`config.mk`:
```
export PLATFORM = sky130hd
export DESIGN_NAME = vga_timing_flat
export DESIGN_NICKNAME = d
export VERILOG_FILES = /design/src/rtl/vga_timing_if.sv /design/src/rtl/vga_timing.sv /design/src/flat_wrapper.sv
export SDC_FILE = /design/constraint.sdc
export NUM_CORES = 1
export LEC_CHECK = 0
export BUFFER_PORTS_ARGS = -buffer_cell sky130_fd_sc_hd__buf_2
export CAP_MARGIN = 20
export CORE_MARGIN = 3
export CORE_UTILIZATION = 30
export CTS_CLUSTER_DIAMETER = 50
export DETAILED_ROUTE_END_ITERATION = 10
export PLACE_DENSITY_LB_ADDON = 0.2
export SYNTH_ARGS = -nofsm -noshare
export SYNTH_HDL_FRONTEND = slang
export SYNTH_SLANG_ARGS = --single-unit
export TNS_END_PERCENT = 100
```
`constraint.sdc`:
```
create_clock -name i_clk -period 4.3 [get_ports i_clk]
set_input_delay 0.645 -clock i_clk [delete_from_list [all_inputs] [get_ports i_clk]]
set_output_delay 0.645 -clock i_clk [all_outputs]
set_load 0.02 [all_outputs]
```
`src/rtl/vga_timing_if.sv`:
```
// vga_timing_if: pixel strobe, colour, coordinate and DAC/sync signals of the VGA timing block
interface vga_timing_if;
  logic        i_pix_en;
  logic [3:0]  i_red;
  logic [3:0]  i_green;
  logic [3:0]  i_blue;
  logic [10:0] o_h_coord;
  logic [9:0]  o_v_coord;
  logic        o_disp_enbl;
  logic        o_frame_start;
  logic [3:0]  o_vga_red;
  logic [3:0]  o_vga_green;
  logic [3:0]  o_vga_blue;
  logic        o_hsync;
  logic        o_vsync;
  modport master (
    output i_pix_en, i_red, i_green, i_blue,
    input  o_h_coord, o_v_coord, o_disp_enbl, o_frame_start,
    input  o_vga_red, o_vga_green, o_vga_blue, o_hsync, o_vsync
  );
  modport slave (
    input  i_pix_en, i_red, i_green, i_blue,
    output o_h_coord, o_v_coord, o_disp_enbl, o_frame_start,
    output o_vga_red, o_vga_green, o_vga_blue, o_hsync, o_vsync
  );
endinterface

```
`src/rtl/vga_timing.sv`:
```
// vga_timing: raster counters plus a registered colour/sync stage aligned one pixel strobe behind
module vga_timing #(
  parameter int H_ACTIVE   = 800,
  parameter int H_FP       = 40,
  parameter int H_SYNC     = 128,
  parameter int H_BP       = 88,
  parameter int V_ACTIVE   = 600,
  parameter int V_FP       = 1,
  parameter int V_SYNC     = 4,
  parameter int V_BP       = 23,
  parameter bit H_SYNC_POL = 1'b1,
  parameter bit V_SYNC_POL = 1'b1
) (
  input logic         i_clk,
  input logic         i_rst,
  vga_timing_if.slave vga
);
  localparam int H_TOTAL = H_ACTIVE + H_FP + H_SYNC + H_BP;
  localparam int V_TOTAL = V_ACTIVE + V_FP + V_SYNC + V_BP;
  localparam logic [10:0] H_LAST = 11'(H_TOTAL - 1);
  localparam logic [10:0] H_VIS  = 11'(H_ACTIVE);
  localparam logic [10:0] HS_BEG = 11'(H_ACTIVE + H_FP);
  localparam logic [10:0] HS_END = 11'(H_ACTIVE + H_FP + H_SYNC - 1);
  localparam logic [9:0]  V_LAST = 10'(V_TOTAL - 1);
  localparam logic [9:0]  V_VIS  = 10'(V_ACTIVE);
  localparam logic [9:0]  VS_BEG = 10'(V_ACTIVE + V_FP);
  localparam logic [9:0]  VS_END = 10'(V_ACTIVE + V_FP + V_SYNC - 1);
  logic [10:0] h_cnt;
  logic [9:0]  v_cnt;
  logic        disp, hs_act, vs_act, hsync, vsync;
  logic [3:0]  red, green, blue;
  always_comb begin
    disp   = (h_cnt < H_VIS) && (v_cnt < V_VIS);
    hs_act = (h_cnt >= HS_BEG) && (h_cnt <= HS_END);
    vs_act = (v_cnt >= VS_BEG) && (v_cnt <= VS_END);
  end
  // Stage 2 samples the colour for the coordinate currently shown, so the DAC lags by one strobe
  always_ff @(posedge i_clk)
    if (i_rst) begin
      h_cnt <= '0;
      v_cnt <= '0;
      {red, green, blue} <= 12'h0;
      hsync <= !H_SYNC_POL;
      vsync <= !V_SYNC_POL;
    end else if (vga.i_pix_en) begin
      h_cnt <= (h_cnt == H_LAST) ? '0 : h_cnt + 11'd1;
      if (h_cnt == H_LAST) v_cnt <= (v_cnt == V_LAST) ? '0 : v_cnt + 10'd1;
      hsync <= hs_act ? H_SYNC_POL : !H_SYNC_POL;
      vsync <= vs_act ? V_SYNC_POL : !V_SYNC_POL;
      {red, green, blue} <= disp ? {vga.i_red, vga.i_green, vga.i_blue} : 12'h0;
    end
  assign vga.o_h_coord     = h_cnt;
  assign vga.o_v_coord     = v_cnt;
  assign vga.o_disp_enbl   = disp;
  assign vga.o_frame_start = (h_cnt == '0) && (v_cnt == '0);
  assign vga.o_vga_red     = red;
  assign vga.o_vga_green   = green;
  assign vga.o_vga_blue    = blue;
  assign vga.o_hsync       = hsync;
  assign vga.o_vsync       = vsync;
endmodule

```
`src/flat_wrapper.sv`:
```
// flat-port wrapper written by rule: the top's interface ports become plain ports
module vga_timing_flat 
#(
  parameter int H_ACTIVE   = 800,
  parameter int H_FP       = 40,
  parameter int H_SYNC     = 128,
  parameter int H_BP       = 88,
  parameter int V_ACTIVE   = 600,
  parameter int V_FP       = 1,
  parameter int V_SYNC     = 4,
  parameter int V_BP       = 23,
  parameter bit H_SYNC_POL = 1'b1,
  parameter bit V_SYNC_POL = 1'b1
)
  (i_clk, i_rst, vga_i_pix_en, vga_i_red, vga_i_green, vga_i_blue, vga_o_h_coord, vga_o_v_coord, vga_o_disp_enbl, vga_o_frame_start, vga_o_vga_red, vga_o_vga_green, vga_o_vga_blue, vga_o_hsync, vga_o_vsync);
  vga_timing_if vga_i ();
  input logic i_clk;
  input logic i_rst;
  input wire logic [$bits(vga_i.i_pix_en)-1:0] vga_i_pix_en;
  input wire logic [$bits(vga_i.i_red)-1:0] vga_i_red;
  input wire logic [$bits(vga_i.i_green)-1:0] vga_i_green;
  input wire logic [$bits(vga_i.i_blue)-1:0] vga_i_blue;
  output wire logic [$bits(vga_i.o_h_coord)-1:0] vga_o_h_coord;
  output wire logic [$bits(vga_i.o_v_coord)-1:0] vga_o_v_coord;
  output wire logic [$bits(vga_i.o_disp_enbl)-1:0] vga_o_disp_enbl;
  output wire logic [$bits(vga_i.o_frame_start)-1:0] vga_o_frame_start;
  output wire logic [$bits(vga_i.o_vga_red)-1:0] vga_o_vga_red;
  output wire logic [$bits(vga_i.o_vga_green)-1:0] vga_o_vga_green;
  output wire logic [$bits(vga_i.o_vga_blue)-1:0] vga_o_vga_blue;
  output wire logic [$bits(vga_i.o_hsync)-1:0] vga_o_hsync;
  output wire logic [$bits(vga_i.o_vsync)-1:0] vga_o_vsync;
  assign vga_i.i_pix_en = vga_i_pix_en;
  assign vga_i.i_red = vga_i_red;
  assign vga_i.i_green = vga_i_green;
  assign vga_i.i_blue = vga_i_blue;
  assign vga_o_h_coord = vga_i.o_h_coord;
  assign vga_o_v_coord = vga_i.o_v_coord;
  assign vga_o_disp_enbl = vga_i.o_disp_enbl;
  assign vga_o_frame_start = vga_i.o_frame_start;
  assign vga_o_vga_red = vga_i.o_vga_red;
  assign vga_o_vga_green = vga_i.o_vga_green;
  assign vga_o_vga_blue = vga_i.o_vga_blue;
  assign vga_o_hsync = vga_i.o_hsync;
  assign vga_o_vsync = vga_i.o_vsync;
  vga_timing #(.H_ACTIVE(H_ACTIVE), .H_FP(H_FP), .H_SYNC(H_SYNC), .H_BP(H_BP), .V_ACTIVE(V_ACTIVE), .V_FP(V_FP), .V_SYNC(V_SYNC), .V_BP(V_BP), .H_SYNC_POL(H_SYNC_POL), .V_SYNC_POL(V_SYNC_POL)) u_core (.i_clk(i_clk), .i_rst(i_rst), .vga(vga_i));
endmodule
```
Word-level counts from Yosys, hierarchy flattened
Cells that the tools add are included.

Add/sub/neg operators: 2. Order comparisons: 6. Equality and inequality tests: 2. Multiplexer cells: 5. Reductions and logical operators: 7.

Operators by type and width (number): 12-bit two-way mux (1); 11-bit by 1-bit adder with 11-bit output, second input constant (1); 11-bit equality test, second input constant (1); 11-bit by 10-bit greater-or-equal comparator with 1-bit output, second input constant (1); 11-bit by 10-bit <= comparator with 1-bit output, second input constant (1); 11-bit logical NOT (1); 11-bit by 10-bit < comparator with 1-bit output, second input constant (1); 11-bit two-way mux (1); 10-bit by 1-bit adder with 10-bit output, second input constant (1); 10-bit equality test, second input constant (1); 10-bit greater-or-equal comparator, second input constant (1); 10-bit <= comparator, second input constant (1); 10-bit logical NOT (1); 10-bit < comparator, second input constant (1); 10-bit two-way mux (1); 1-bit logical AND (4); 1-bit two-way mux (2); 2-bit AND reduction (1).

Register bits after elaboration: 35. Bits of input ports: 15. Output and inout port bits: 37. Logic and storage cells: 29.

Logic depth before layout (Yosys ltp)
Depth after elaboration: 3. Gate-level depth with buffers: 6. Depth with buffers taken out: 6.

Worst setup path before layout
No wires, ideal clock.

Kind: reg-to-output. Start: register u_core.h_cnt[6] (netlist: u_core.vga.o_h_coord[6]). End: output port vga_o_frame_start. Arrival time: 1.812 ns. Required time: 3.655 ns. Path slack: 1.843 ns. Cell stages (with the launch flop): 4. Path buffers: 1. Path through: dfxtp_1 > or4_1 > buf_2 > nor4_1.

Longest elaborated chain between the ends: 2.

RTL lines: start: declaration (RTL line vga_timing.sv:28) `logic [10:0] h_cnt;`; start signal: assignment (RTL line vga_timing.sv:46) `h_cnt <= (h_cnt == H_LAST) ? '0 : h_cnt + 11'd1;`; 11-bit logical NOT (RTL line vga_timing.sv:55) `assign vga.o_frame_start = (h_cnt == '0) && (v_cnt == '0);`; 1-bit logical AND (RTL line vga_timing.sv:55); end: declaration (RTL line flat_wrapper.sv:26) `output wire logic [$bits(vga_i.o_frame_start)-1:0] vga_o_frame_start;`.

Every way passes these cells.

Worst setup path after layout
Same ends and word-level chain as after synthesis.

==> results.sh <==
export IMPL_status="complete, no violations"
export IMPL_diodes=0
export IMPL_ant_nets=0
export IMPL_chipWidth_um=79.7
export IMPL_fin_area_um2=2060
export IMPL_grt_max_degree=14
export IMPL_irDropWorstVdd_v=0.000109
export IMPL_die_y_um=79.7
export IMPL_wl_um=3950
export IMPL_grt_overflow=0
export IMPL_drtIter0Drc=57
export IMPL_relSlewSlack=0.413
export IMPL_ys_async_sr_fraction=0
export IMPL_period_share=0.611
export IMPL_clockBufferDepth=2
export IMPL_boundaryPins=52
export IMPL_yosysWarnings=0
export IMPL_syn_nets=203
export IMPL_leakage_nw=0.886
export IMPL_drc=0
export IMPL_hold_buffers=0
export IMPL_post_place_cells=295
export IMPL_cts_root_buf="clkbuf_8"
export IMPL_dp_slack_ns=1.93
export IMPL_synth_seq_cells=35
export IMPL_rrSetupSlack_ns=2.06
export IMPL_finalClockSkew_ns=0.00542
export IMPL_drt_wirelength_per_cell_um=13.0
export IMPL_clkTransAtPathRegs_ns=0.07
export IMPL_multiInputGateArea_um2=865
export IMPL_synth_edf_count=0
export IMPL_seq_area_um2=701
export IMPL_synth_compound_area_frac=0.141
export IMPL_worst_ep_arrival_time_ns=1.98
export IMPL_synth_top_family_by_area="simple AND/OR/NAND/NOR gates"
export IMPL_die_area_um2=6360
export IMPL_grt_pass1_vias=1262
export IMPL_setup_tns_ns=0
export IMPL_synth_top_cell_by_area="dfxtp_1"
export IMPL_netlist_area_um2=1630
export IMPL_hold_viol=0
export IMPL_clock_sinks=35
export IMPL_worst_slew_pin_slew_ns=0.877
export IMPL_critPathMaxFanout=9
export IMPL_rows=26
export IMPL_synthAdderAreaFrac=0.0460
export IMPL_maxCapViolCount=0
export IMPL_synth_xor_area_share=0.0752
export IMPL_ys_seq_area_frac=0.429
export IMPL_finalMaxSlewViolations=0
export IMPL_synth_top_cells_by_area="dfxtp_1 (43%), a22o_1 (6.4%), nor2_1 (5.3%)"
export IMPL_end_kind="output pin"
export IMPL_nFillCells=529
export IMPL_synth_cells=182
export IMPL_synth_commonest_cells="dfxtp_1 (35), nor2_1 (23), a22o_1 (12)"
export IMPL_hp_class="flip-flop to flip-flop"
export IMPL_fin_ws_ns=1.67
export IMPL_cts_buffers=5
export IMPL_cellPowerDensity_nw_per_um2=340
export IMPL_ys_flop_type="dfxtp_1"
export IMPL_setup_violations=0
export IMPL_fin_cells=303
export IMPL_finalNetCount=253
export IMPL_antenna_found_initial=0
export IMPL_utilization=0.398
export IMPL_synth_cell_types=34
export IMPL_yosysMostFrequentCell="dfxtp_1"
export IMPL_drt_pass1_iter_count=4
export IMPL_vias=1464
export IMPL_syn_avg_cell_area_um2=8.96
export IMPL_cts_tree="yes"
export IMPL_place_area_um2=1940
export IMPL_worst_ep_required_time_ns=3.65
export IMPL_viasPerCell=4.83
export IMPL_cts_resized=0
export IMPL_postCtsSetupBuffers=0
export IMPL_muxShareOfSynthArea=0.00613
export IMPL_ctsHtreeMaxLevel=2
export IMPL_yosys_area_share_simple=0.262
export IMPL_globalRouteTotalUtil=0.123
export IMPL_gp_congestion=0.780
export IMPL_critical_path_class="flip-flop to output pin"
export IMPL_start_util=0.315
export IMPL_area_growth_syn_to_layout_pct=26.2
export IMPL_grt_first_pass_wirelength_um=6150
export IMPL_dp_hpwl_um=2870
export IMPL_fin_crit_ns=2.63
export IMPL_max_freq_mhz=380
export IMPL_start_kind="flip-flop"
export IMPL_insertion_delay_ns=0.29
export IMPL_numPortBuffers=51
export IMPL_synth_top_area_share=0.429
export IMPL_drive_gt1_frac=0.288
export IMPL_rsz0062_at_grt="false"
export IMPL_core_area_um2=5170
-- placed cells by master (no fill, tap or decap), types with 7 or more instances in the layout --
cell and n:
buf_2 51, dfxtp_1 35, nor2_1 23, a22o_1 12, nand3_1 11, a21oi_1 9
nand2_1 8, xnor2_1 8, inv_1 7
-- logic make-up after synthesis --
family	after synthesis
AO/OA/AOI/OAI	33
XOR/XNOR	14
adder cells (fa/ha/maj)	6
buffers and inverters	16
flip-flops	35
multiplexers	1
AND/OR/NAND/NOR	77
-- layout make-up --
| class | count | share of cell area |
|---|---|---|
| repair buffers | 52 | 0.128 |
| multi-input cells | 131 | 0.420 |
| flip-flops and latches | 35 | 0.340 |
| well taps | 70 | 0.0425 |
| clock buffers | 6 | 0.0401 |
| clock inverters | 2 | 0.0170 |
| inverters | 7 | 0.0128 |
-- layer usage --
| layer | up-vias | GRT usage | wire [um] |
|---|---|---|---|
| met3 | 5 | 0.0406 | 321 |
| met4 | 0 | 0.0355 | 36 |
| met2 | 47 | 0.183 | 1640 |
| met1 | 658 | 0.169 | 1950 |
| met5 | - | 0 | 0 |
| li1 | 754 | - | - |
-- stage by stage --
step,hold WS [ns],power (W)
final,0.459,0.000700
after global routing,0.488,0.000732
after CTS,0.469,0.000710
after detailed placement,0.451,0.000402
after global placement,0.436,0.000401
after floorplan,0.534,0.000379
-- worst max-delay path, stage by stage, from the launching register on --
cell	delay (ns)
dfxtp_1	0.38
or4_1	0.69
nor4_1	0.40
buf_2	0.23
-- path summary, 6_finish.rpt --
check	cells after the start	end	startpoint
worst max-delay path	3	vga_o_frame_start	u_core.vga.o_h_coord[6]
worst min register to register	2	u_core.vga.o_hsync	u_core.vga.o_hsync
worst min-delay path	2	u_core.vga.o_hsync	u_core.vga.o_hsync
worst max register to register	4	u_core.vga.o_v_coord[5]	u_core.vga.o_h_coord[6]
-- flip-flops by register name, indices dropped and copies added, names as in the netlist --
signal                  flops
u_core.vga.o_vsync          1
u_core.vga.o_v_coord       10
u_core.vga.o_hsync          1
u_core.vga.o_vga_blue       4
u_core.vga.o_vga_green      4
u_core.vga.o_vga_red        4
u_core.vga.o_h_coord       11
-- power breakdown --
group          internal [W]  total (W)  switching, W
Sequential         0.000333   0.000339    0.00000598
Combinational     0.0000221  0.0000548     0.0000327
Clock              0.000188   0.000307      0.000119
Total              0.000542   0.000700      0.000158
(Power assumes the default switching activity.)
